### src/rtl/psel_req_issuer.sv
// Requester-side slot table for the rotating priority selector: drives req, retires granted slots,
// ages waiting slots. Optional sticky illegal-grant flags under `PSEL_REQ_ISSUER_DEBUG_EN.
module psel_req_issuer #(
   parameter int unsigned WIDTH = 16,
   parameter int unsigned TAG_W = 6,
   parameter int unsigned AGE_W = 4
) (
   input  logic                     i_clock,
   input  logic                     i_reset,
   input  logic [WIDTH-1:0]         i_load_en,
   input  logic [WIDTH*TAG_W-1:0]   i_load_tag,
   input  logic [WIDTH-1:0]         i_gnt,
   output logic [WIDTH-1:0]         o_req,
   output logic [WIDTH-1:0]         o_load_stall,
   output logic                     o_issue_valid,
   output logic [$clog2(WIDTH)-1:0] o_issue_idx,
   output logic [TAG_W-1:0]         o_issue_tag,
   output logic [WIDTH-1:0]         o_starve,
`ifdef PSEL_REQ_ISSUER_DEBUG_EN
   output logic                     o_err_gnt_empty,
   output logic                     o_err_gnt_multi,
`endif
   output logic [$clog2(WIDTH):0]   o_n_pending
);

   localparam int unsigned IDX_W = $clog2(WIDTH);
   localparam logic [AGE_W-1:0] AGE_MAX = '1;

   typedef enum logic {StEmpty, StPending} slot_st_e;

   slot_st_e         r_st      [WIDTH];
   slot_st_e         w_st_nxt  [WIDTH];
   logic [TAG_W-1:0] r_tag     [WIDTH];
   logic [TAG_W-1:0] w_tag_nxt [WIDTH];
   logic [AGE_W-1:0] r_age     [WIDTH];
   logic [AGE_W-1:0] w_age_nxt [WIDTH];

   logic [WIDTH-1:0] w_pend;
   logic [WIDTH-1:0] w_ret;
   logic             w_any_ret;
   logic [IDX_W-1:0] w_ret_idx;
   logic [IDX_W:0]   w_npend_nxt;

   always_comb begin
      for (int i = 0; i < WIDTH; i++) begin
         w_pend[i]   = (r_st[i] == StPending);
         o_starve[i] = w_pend[i] && (r_age[i] == AGE_MAX);
      end
   end

   assign o_req = w_pend;

   // Only the lowest-index granted pending slot retires; extra grant bits are treated as absent.
   always_comb begin
      w_ret     = '0;
      w_any_ret = 1'b0;
      w_ret_idx = '0;
      for (int i = 0; i < WIDTH; i++) begin
         if (!w_any_ret && w_pend[i] && i_gnt[i]) begin
            w_ret[i]  = 1'b1;
            w_any_ret = 1'b1;
            w_ret_idx = IDX_W'(i);
         end
      end
   end

   always_comb begin
      o_load_stall = '0;
      for (int i = 0; i < WIDTH; i++) begin
         w_st_nxt[i]  = r_st[i];
         w_tag_nxt[i] = r_tag[i];
         w_age_nxt[i] = r_age[i];
         case (r_st[i])
            StEmpty: begin
               if (i_load_en[i]) begin
                  w_st_nxt[i]  = StPending;
                  w_tag_nxt[i] = i_load_tag[i*TAG_W +: TAG_W];
                  w_age_nxt[i] = '0;
               end
            end
            StPending: begin
               if (w_ret[i]) begin
                  if (i_load_en[i]) begin
                     w_tag_nxt[i] = i_load_tag[i*TAG_W +: TAG_W];
                     w_age_nxt[i] = '0;
                  end else begin
                     w_st_nxt[i] = StEmpty;
                  end
               end else begin
                  o_load_stall[i] = i_load_en[i];
                  if (r_age[i] != AGE_MAX) w_age_nxt[i] = r_age[i] + 1'b1;
               end
            end
            default: w_st_nxt[i] = StEmpty;
         endcase
      end
   end

   always_comb begin
      w_npend_nxt = '0;
      for (int i = 0; i < WIDTH; i++) begin
         w_npend_nxt = w_npend_nxt + {{IDX_W{1'b0}}, (w_st_nxt[i] == StPending)};
      end
   end

   always_ff @(posedge i_clock or posedge i_reset) begin
      if (i_reset) begin
         for (int i = 0; i < WIDTH; i++) begin
            r_st[i]  <= StEmpty;
            r_tag[i] <= '0;
            r_age[i] <= '0;
         end
         o_issue_valid <= 1'b0;
         o_issue_idx   <= '0;
         o_issue_tag   <= '0;
         o_n_pending   <= '0;
      end else begin
         for (int i = 0; i < WIDTH; i++) begin
            r_st[i]  <= w_st_nxt[i];
            r_tag[i] <= w_tag_nxt[i];
            r_age[i] <= w_age_nxt[i];
         end
         o_issue_valid <= w_any_ret;
         if (w_any_ret) begin
            o_issue_idx <= w_ret_idx;
            o_issue_tag <= r_tag[w_ret_idx];
         end
         o_n_pending <= w_npend_nxt;
      end
   end

`ifdef PSEL_REQ_ISSUER_DEBUG_EN
   logic w_gnt_empty;
   logic w_gnt_multi;

   assign w_gnt_empty = |(i_gnt & ~w_pend);
   assign w_gnt_multi = |(i_gnt & (i_gnt - WIDTH'(1)));

   always_ff @(posedge i_clock or posedge i_reset) begin
      if (i_reset) begin
         o_err_gnt_empty <= 1'b0;
         o_err_gnt_multi <= 1'b0;
      end else begin
         if (w_gnt_empty) o_err_gnt_empty <= 1'b1;
         if (w_gnt_multi) o_err_gnt_multi <= 1'b1;
      end
   end
`endif

endmodule

### config.mk
export PLATFORM = sky130hd
export DESIGN_NAME = psel_req_issuer
export DESIGN_NICKNAME = d
export VERILOG_FILES = /design/src/rtl/psel_req_issuer.sv
export SDC_FILE = /design/constraint.sdc
export NUM_CORES = 1
export LEC_CHECK = 0
export BUFFER_PORTS_ARGS = -buffer_cell sky130_fd_sc_hd__buf_2
export CAP_MARGIN = 20
export CORE_MARGIN = 2
export CORE_UTILIZATION = 35
export DETAILED_ROUTE_END_ITERATION = 8
export MAX_ROUTING_LAYER = met4
export SLEW_MARGIN = 20
export SYNTH_ARGS = -nofsm -noshare
export SYNTH_HDL_FRONTEND = slang
export SYNTH_SLANG_ARGS = --single-unit
### constraint.sdc
create_clock -name i_clock -period 6.35 [get_ports i_clock]
set_input_delay 1.27 -clock i_clock [delete_from_list [all_inputs] [get_ports i_clock]]
set_output_delay 1.27 -clock i_clock [all_outputs]
set_load 0.005 [all_outputs]
==> results.yml, run 1 <==
timing:
  maxSlewHeadroom_pct: 42.30
  max_freq_mhz: 184.2
  worst_pin_slew_ns: 0.8609
  finalCriticalPeriod_ns: 5.430
  whs_ns: 0.4731
  rsz0062_at_grt: "no"
  setup_tns_ns: 0
  setup_viol: 0
  maxSlewViolCount: 0
  min_period_over_period_pct: 85.51
  finalClockSkew_ns: 0.01302
  hold_violations: 0
detailed_routing:
  viasPerCell: 5.115
  wl_mm: 25.63
  wl_per_cell_um: 18.33
  drc: 0
  drt-pass1-iter-count: 6
  dr_total_vias: 7151
  drt_iter0_drc: 472
  ant_nets: 0
yosys:
  ys_top_cells_by_area: "dfrtp_1 (50%), mux2_2 (12%), mux2i_1 (3.8%), nand2_1 (3.2%), mux4_2 (2.8%)"
  synth.most_common_cell: "dfrtp_1"
  yosysWarnings: 0
  ys_ff_latch: 192
  syn_nets: 988
  async_flop_share_pct: 100.0
  ys.flop_type: "dfrtp_1"
  synth_cell_types: 55
  synth_top_area_share_pct: 49.88
  seq_area_frac_synth_pct: 49.88
  syn_avg_cell_area_um2: 11.65
  synthesis.instances: 827
  synth_edf_count: 0
  netlist_area_mm2: 0.009633
  synth_area_leader_cell: "dfrtp_1"
  synth_top_cells_by_count: "dfrtp_1 (192), mux2_2 (104), nand2_1 (83), inv_1 (57)"
floorplanning:
  initial_core_util_pct: 35.64
  die_x_um: 169.9
  core_area_mm2: 0.02703
  dieArea_mm2: 0.02887
  rows: 60
  ios: 194
  dieHeight_um: 169.9
global_routing:
  grt_pass1_wl_mm: 40.30
  grt.total_usage_pct: 18.94
  grt_overflow: 0
  antenna_found_initial: 3
  grt_pass1_vias: 7239
  grt_max_degree: 115
power_and_ir_drop:
  ir_drop_mv: 0.1464
  cellLeakagePower_nw: 5.639
  p_clk_share_pct: 27.5
  p_seq_share_pct: 44.9
  cellPowerDensity_mw_per_mm2: 347.1
  internal_power_mw: 2.771
  totalPowerFinal_mw: 4.054
  power_frac_comb_pct: 27.7
  sw_frac_of_total_pct: 31.65
  p_sw_mw: 1.283
setup_path:
  rr_endpoint: "o_n_pending[4]"
  startpoint: "i_gnt[9]"
  r2r_slack_ns: 1.40
  cp-end-kind: "flop"
  required_ns: 6.72
  critPathKind: "input port to flop"
  reg2reg_depth: 17
  critPathLaunchType: "input port"
  cp.arrival_ns: 5.80
  path_max_fanout: 7
  reg2reg_from: "o_req[9]"
hold_path:
  whs_path_depth: 2
  hold_start: "o_issue_idx[2]"
  hold_path_class: "flop to flop"
  holdPathEnd: "o_issue_idx[2]"
cts:
  post_cts_buffers: 0
  cts.sinks: 192
  cts_root_buf: "clkbuf_16"
  cts_tree: "built"
  cts.path.max_buffers: 2
  path_clk_slew_ns: 0.07
  cts_hold_buf: 0
  cts_buffers: 17
  clkLatencyLatePin_ns: 0.43
  htreeDepth: 4
  cts_resized: 0
run_status:
  status: "finished clean"
job:
  drv_cap: 0
cells_and_area:
  fin_nets: 1203
  fill_cells: 2591
  drive_gt1_share_pct: 35.96
  area_growth_pct: 21.26
placed_design:
  gp_congestion: 0.8351
  hpwl_mm: 19.73
  portBuffers: 193
## flip-flops by register name, summed over array words and instances, names as in the netlist
signal,flops
r_age,64
o_issue_idx,4
o_req,16
o_issue_tag,6
o_issue_valid,1
o_n_pending,5
r_tag,96
## kinds of logic (layout without fill, tap and decap cells)
logic type	count (synthesis)	after routing	share of synthesized area [%]
buf+inv	69	296	3.208
compound gates	154	154	11.33
xor+xnor	2	2	0.1819
other cells	0	3	0
flops	192	192	49.88
fa+ha+maj	31	31	4.806
mux	155	155	19.04
simple gates	224	224	11.56
## worst max-delay path, cell delays in order
cell,delay [ns]
buf_2,0.13
a222oi_1,0.37
buf_4,0.19
nand2_2,0.11
or3_4,0.43
nand2_1,0.14
nand2b_1,0.11
fa_1,0.55
inv_1,0.07
fa_1,0.50
fa_1,0.55
inv_1,0.05
fa_1,0.48
ha_1,0.16
inv_1,0.05
fa_1,0.40
nor2b_1,0.13
o21a_1,0.11
## stage by stage
step | setup slack, ns | area, um2 | utilization (%) | instances
3_5_place_dp | 0.4856 | 11050 | 40.89 | 1363
2_1_floorplan | 0.9181 | 9637 | - | 827
6_report | 0.9203 | 11680 | 43.22 | 1398
3_3_place_gp | 0.5668 | 11050 | 40.89 | 1363
5_1_grt | 0.6502 | 11680 | 43.22 | 1398
4_1_cts | 0.9122 | 11650 | 43.12 | 1394
## area by class of cell
| type | count | area [um2] | area share [%] |
|---|---|---|---|
| antenna | 3 | 7.507 | 0.06427 |
| tap | 341 | 426.7 | 3.653 |
| timing repair buffer | 208 | 1104 | 9.447 |
| sequential | 192 | 4805 | 41.13 |
| clock buffer | 18 | 439.2 | 3.760 |
| clock inverter | 13 | 162.7 | 1.392 |
| inverter | 57 | 217.7 | 1.864 |
| multi-input combinational | 566 | 4519 | 38.69 |
## power groups by stage
stage	clock network [mW]	registers [mW]	logic, mW
after floorplan	0	1.78	0.829
after detailed placement	0	1.83	1.14
after global placement	0	1.83	1.11
after global routing	1.20	1.87	1.28
final	1.11	1.82	1.12
after CTS	1.15	1.82	1.14
## cells in the final DEF (no fill, tap or decap), types with 6 or more instances in the layout
cell type / instances
a222oi_1: 6
buf_2: 193
mux2i_1: 37
o211ai_1: 7
nand2b_1: 20
or2_2: 6
dfrtp_1: 192
inv_6: 6
a21oi_1: 36
mux2_2: 104
nand2_1: 83
a21boi_0: 7
nor2_1: 37
and2_1: 17
o21ai_0: 29
nand4_1: 20
inv_1: 56
a32o_1: 16
fa_1: 10
ha_1: 21
nand3_1: 21
o31ai_1: 21
buf_4: 13
mux4_2: 12
a31oi_1: 7
clkbuf_16: 17
## worst max-delay path by stage
| stage | to | depth (start not counted) |
|---|---|---|
| floorplan | o_n_pending[4] | 16 |
| global placement | o_n_pending[4] | 17 |
| detailed placement | o_n_pending[4] | 18 |
| CTS | o_n_pending[4] | 18 |
| global route | o_n_pending[4] | 18 |
| finish | o_n_pending[4] | 18 |
## per-layer routing
metal	part of all wire [%]	GRT usage, %	vias up
met4	1.3	3.976	0
li1	-	-	3437
met1	45	24.82	3505
met3	6.1	4.860	18
met2	47	29.85	191
met5	0	-	-
(Power assumes the default switching activity.)
==> run 2: changes to the inputs <==
- ABC_CLOCK_PERIOD_IN_PS: unset -> 6350
- RECOVER_POWER: unset -> 100
==> run 2 against run 1 <==
The flow now finishes with violations (max-capacitance violations, max-slew violations). Flip-flop and latch count stayed put. Worst setup slack worse by 0.13 ns. Total power is 0.31% lower. Via count is 0.76% higher. Global-route usage stayed put. Final cell count stayed put. Count of clock-buffer cells in the layout stayed put. Clock power hardly changed. Cell area is 1.1% lower. Register-to-register slack worse by 0.10 ns. Combinational power hardly changed. Clock skew is 0.0015 ns higher. Largest cell class unchanged.
==> results.yml, run 2 (same netlist as run 1, synthesis figures left out) <==
floorplanning:
  dieHeight_um: 169.9
  initial_core_util_pct: 35.64
  core_area_mm2: 0.02703
  dieArea_mm2: 0.02887
  die_x_um: 169.9
  rows: 60
  ios: 194
timing:
  setup_tns_ns: 0
  setup_viol: 0
  rsz0062_at_grt: "no"
  maxSlewViolCount: 185
  finalCriticalPeriod_ns: 5.555
  maxSlewHeadroom_pct: -90.85
  hold_violations: 0
  max_freq_mhz: 180.0
  worst_pin_slew_ns: 2.863
  finalClockSkew_ns: 0.01452
  worst_slack_ns: 0.7950
  min_period_over_period_pct: 87.48
cts:
  cts_buffers: 17
  cts_resized: 0
  clkLatencyLatePin_ns: 0.43
  cts.sinks: 192
  cts_hold_buf: 0
  cts.path.max_buffers: 2
  htreeDepth: 4
  cts_tree: "built"
  cts_root_buf: "clkbuf_16"
  post_cts_buffers: 0
  path_clk_slew_ns: 0.07
placed_design:
  hpwl_mm: 19.73
  pre_cts_slack_ns: 0.4856
  portBuffers: 193
  gp_congestion: 0.8351
cells_and_area:
  final_common_cell: "dfrtp_1"
  area_growth_pct: 19.95
  largest_reg_flops: 96
  fill_cells: 2627
  fin_util_pct: 42.75
  drive_gt1_share_pct: 31.31
  top_register: "r_tag"
  final_cell_mix: "dfrtp_1 (192), buf_2 (152), mux2_2 (104), nand2_1 (85), inv_1 (56)"
  fin_nets: 1203
setup_path:
  critPathKind: "input port to flop"
  path_delay_family: "adder cells"
  critPathMaxStageDelay_ns: 0.55
  r2r_slack_ns: 1.30
  crit_cells: 18
  rr_endpoint: "o_n_pending[4]"
  crit_path_top_delay_cell: "fa_1"
  reg2reg_from: "o_req[9]"
  path_max_fanout: 7
  startpoint: "i_gnt[9]"
  cp.arrival_ns: 5.92
  reg2reg_depth: 17
  crit_chain: "clkbuf_1, a222oi_1, clkbuf_1, nand2_1, or3_1, nand2_1, nand2b_1, fa_1, inv_1, fa_1, fa_1, inv_1, fa_1, ha_1, inv_1, fa_1, nor2b_1, o21a_1"
  cp-end-kind: "flop"
  critPathCapture: "o_n_pending[4]"
  crit_buf_inv: 5
  required_ns: 6.72
  critPathLaunchType: "input port"
  critPathMostFrequentCell: "fa_1"
hold_path:
  whs_path_depth: 2
  hold_path_class: "flop to flop"
detailed_routing:
  dr_total_vias: 7205
  ant_nets: 0
  drt-pass1-iter-count: 7
  wl_per_cell_um: 18.34
  viasPerCell: 5.154
  drt_iter0_drc: 502
  drc: 0
  wl_mm: 25.64
run_status:
  failed_checks: "max-capacitance violations, max-slew violations"
  status: "finished, violations left"
power_and_ir_drop:
  p_seq_share_pct: 45.0
  sw_frac_of_total_pct: 31.79
  internal_power_mw: 2.757
  p_clk_share_pct: 27.5
  p_sw_mw: 1.285
  cellPowerDensity_mw_per_mm2: 349.8
  cellLeakagePower_nw: 5.475
  totalPowerFinal_mw: 4.042
  ir_drop_mv: 0.1460
  power_frac_comb_pct: 27.4
global_routing:
  antenna_found_initial: 3
  grt.total_usage_pct: 18.94
  grt_pass1_vias: 7239
  grt_pass1_wl_mm: 40.30
  grt_max_degree: 115
  grt_overflow: 0
job:
  drv_cap: 4
==> run 2: worst register-to-register path, delay by kind of cell, from the launching register on <==
family,cells,cell delay [ns]
AO/OA/AOI/OAI,2,0.52
adder cells (fa/ha/maj),6,2.63
buffers and inverters,4,0.35
flip-flops,1,0.45
AND/OR/NAND/NOR,5,1.04
==> run 2: layout make-up <==
class                   count  area, um2  share of cell area, %
multi-input cells         566       4503                  38.97
clock buffers              18      439.2                  3.801
repair buffers            208      996.0                  8.619
inverters                  57      215.2                  1.862
flip-flops and latches    192       4805                  41.58
clock inverters            13      162.7                  1.408
diodes                      3      7.507                0.06497
well taps                 341      426.7                  3.692
==> run 2: worst min path at each step <==
stage | start | to
after detailed placement | o_issue_idx[2] | o_issue_idx[2]
after global routing | o_issue_idx[1] | o_issue_idx[1]
final | o_issue_idx[2] | o_issue_idx[2]
after CTS | o_issue_idx[2] | o_issue_idx[2]
after global placement | o_issue_idx[1] | o_issue_idx[1]
after floorplan | o_issue_idx[2] | o_issue_idx[2]
==> run 2: power by group through the flow <==
stage          Clock, mW  Sequential, mW  Combinational (mW)
6_report            1.11            1.82                1.11
5_1_grt             1.20            1.87                1.27
4_1_cts             1.15            1.82                1.14
3_5_place_dp           0            1.83                1.14
3_3_place_gp           0            1.83                1.11
2_1_floorplan          0            1.78               0.829
==> run 2: metrics by stage <==
stage / cells / cell area (um2) / hold slack, ns
after global placement: 1363 / 11050 / 0.4589
after global routing: 1398 / 11550 / 0.4986
after detailed placement: 1363 / 11050 / 0.4605
after CTS: 1394 / 11650 / 0.4792
after floorplan: 827 / 9637 / 0.4711
final: 1398 / 11550 / 0.4834
==> run 2: layer usage <==
layer / GRT usage [%] / vias to the layer above / share of wire (%)
li1: - / 3448 / -
met1: 24.82 / 3530 / 45
met2: 29.85 / 209 / 47
met3: 4.860 / 18 / 6.1
met4: 3.976 / 0 / 1.3
met5: - / - / 0
==> run 3: changes to the inputs <==
- ABC_CLOCK_PERIOD_IN_PS: 6350 -> 4600
- clock period: 6.35 -> 4.6 ns (I/O delays scaled with it)
==> run 3 against run 2 <==
The run ends with max-capacitance violations, max-slew violations, negative setup slack left. Worst hold slack got worse by 0.015 ns. Largest power group unchanged. Clock skew fell by 0.0034 ns. Highest routed layer unchanged. Cell area grew 5.1%. Via count rose by 3.4%.
==> results.yml, run 3 (same netlist as run 1, synthesis figures left out) <==
detailed_routing:
  ant_nets: 0
  viasPerCell: 5.118
  drc: 0
  wl_mm: 26.55
  wl_per_cell_um: 18.25
  drt-pass1-iter-count: 8
  dr_total_vias: 7447
  drt_iter0_drc: 474
floorplanning:
  dieArea_mm2: 0.02887
  ios: 194
  core_area_mm2: 0.02703
  die_x_um: 169.9
  rows: 60
  initial_core_util_pct: 35.64
  dieHeight_um: 169.9
timing:
  worst_slack_ns: -0.1130
  worst_pin_slew_ns: 1.984
  maxSlewHeadroom_pct: -32.30
  hold_violations: 0
  finalClockSkew_ns: 0.01117
  setup_viol: 3
  rsz0062_at_grt: "yes"
  maxSlewViolCount: 189
  finalCriticalPeriod_ns: 4.713
  max_freq_mhz: 212.2
  whs_ns: 0.4681
  min_period_over_period_pct: 102.5
placed_design:
  portBuffers: 193
  hpwl_mm: 20.47
  gp_congestion: 0.8650
  place_area_mm2: 0.01152
  dpl.cell_count: 1419
cells_and_area:
  final_cell_mix: "dfrtp_1 (192), buf_2 (183), mux2_2 (104), nand2_1 (82), buf_4 (60)"
  area_growth_pct: 26.06
  final_common_cell: "dfrtp_1"
  fin_area_mm2: 0.01214
  top_register: "r_tag"
  layoutNonFillerInstCount: 1455
  drive_gt1_share_pct: 39.30
  fin_nets: 1261
  largest_reg_flops: 96
run_status:
  status: "finished, violations left"
  failed_checks: "max-capacitance violations, max-slew violations, negative setup slack"
cts:
  cts.sinks: 192
  cts.path.max_buffers: 2
  path_clk_slew_ns: 0.07
  cts_root_buf: "clkbuf_16"
  cts_tree: "built"
  cts_buffers: 17
  htreeDepth: 4
  clkLatencyLatePin_ns: 0.43
setup_path:
  path_delay_family: "adder cells"
  critPathMostFrequentCell: "fa_2"
  path_max_fanout: 2
  crit_chain: "buf_8, a22oi_4, nand4_1, buf_4, or3_4, nand2_4, nand2b_4, fa_1, inv_2, fa_2, fa_2, inv_2, fa_2, ha_4, inv_2, fa_2, nor2b_2, o21a_1"
  reg2reg_from: "o_req[7]"
  critPathMaxStageDelay_ns: 0.55
  critPathKind: "input port to flop"
  crit_cells: 18
  critPathLaunchType: "input port"
  crit_path_top_delay_cell: "fa_1"
  cp-end-kind: "flop"
  reg2reg_depth: 17
  crit_buf_inv: 5
  required_ns: 4.97
  startpoint: "i_gnt[7]"
  cp.arrival_ns: 5.08
power_and_ir_drop:
  ir_drop_mv: 0.1863
  cellPowerDensity_mw_per_mm2: 463.7
  cellLeakagePower_nw: 5.869
global_routing:
  grt_max_degree: 78
  grt_pass1_wl_mm: 41.37
  grt.total_usage_pct: 19.36
  antenna_found_initial: 3
  grt_pass1_vias: 7488
  grt_overflow: 0
hold_path:
  hold_path_class: "input port to asynchronous set/reset pin"
job:
  drv_cap: 3
==> run 3: cell types whose count changed in the layout (fill, tap and decap cells not counted), moves of 7 or more <==
cell and delta:
buf_4 +56, buf_2 +31, clkbuf_1 -28, and2_0 -10
and2_1 +9, clkbuf_2 -7
==> run 3: repair_timing <==
| action | 4_1_cts | 5_1_grt |
|---|---|---|
| buffers inserted | 2 | 0 |
| endpoints found under the setup margin | 4 | 4 |
| gates cloned | 0 | 0 |
| resized for setup | 7 | 10 |
| pin swaps | 4 | 5 |
| hold buffers | 0 | 0 |
==> run 3: layout make-up <==
class | count | area [um2]
antenna | 2 | 5.005
clock inverter | 14 | 167.7
clock buffer | 17 | 425.4
inverter | 57 | 215.2
fill | 2559 | 14880
multi-input combinational | 566 | 4594
tap | 341 | 426.7
sequential | 192 | 4805
timing repair buffer | 266 | 1504
==> run 3: worst register-to-register path, stage by stage (launching register included) <==
cell and delay, ns:
dfrtp_1 0.41, a22oi_4 0.26, nand4_1 0.16, buf_4 0.18, or3_4 0.38, nand2_4 0.09
nand2b_4 0.06, fa_1 0.55, inv_2 0.05, fa_2 0.42, fa_2 0.54, inv_2 0.04
fa_2 0.54, ha_4 0.15, inv_2 0.04, fa_2 0.38, nor2b_2 0.12, o21a_1 0.11
==> run 3: worst paths after layout <==
check,slack (ns),to
hold / removal,0.47,r_age[47]
min in group i_clock,0.48,o_issue_idx[2]
max in group asynchronous,0.69,r_tag[11]
setup reg to reg,0.07,o_n_pending[4]
hold reg to reg,0.48,o_issue_idx[2]
setup / recovery,-0.11,o_n_pending[4]
==> run 3: power by group <==
part	internal, mW	switching (mW)	leakage (nW)
registers	2.18	0.342	2.25
clock network	0.776	0.736	0.287
logic	0.844	0.755	3.33
==> run 3: metrics by stage <==
stage,utilization [%],setup slack (ns),power (mW),TNS (ns)
2_1_floorplan,-,-0.3223,3.609,-1.130
3_3_place_gp,42.64,-0.5198,4.086,-1.933
3_5_place_dp,42.64,-0.6113,4.159,-2.358
4_1_cts,45.00,-0.04858,5.686,-0.07940
5_1_grt,44.93,-0.1599,6.029,-2.597
6_report,44.93,-0.1130,5.630,-0.2942
==> run 3: per-layer routing <==
| layer | GRT usage (%) | up-vias | share of wire (%) |
|---|---|---|---|
| li1 | - | 3548 | - |
| met1 | 25.61 | 3692 | 46 |
| met2 | 31.04 | 195 | 48 |
| met3 | 4.140 | 12 | 4.9 |
| met4 | 3.679 | 0 | 1.0 |
| met5 | - | - | 0 |
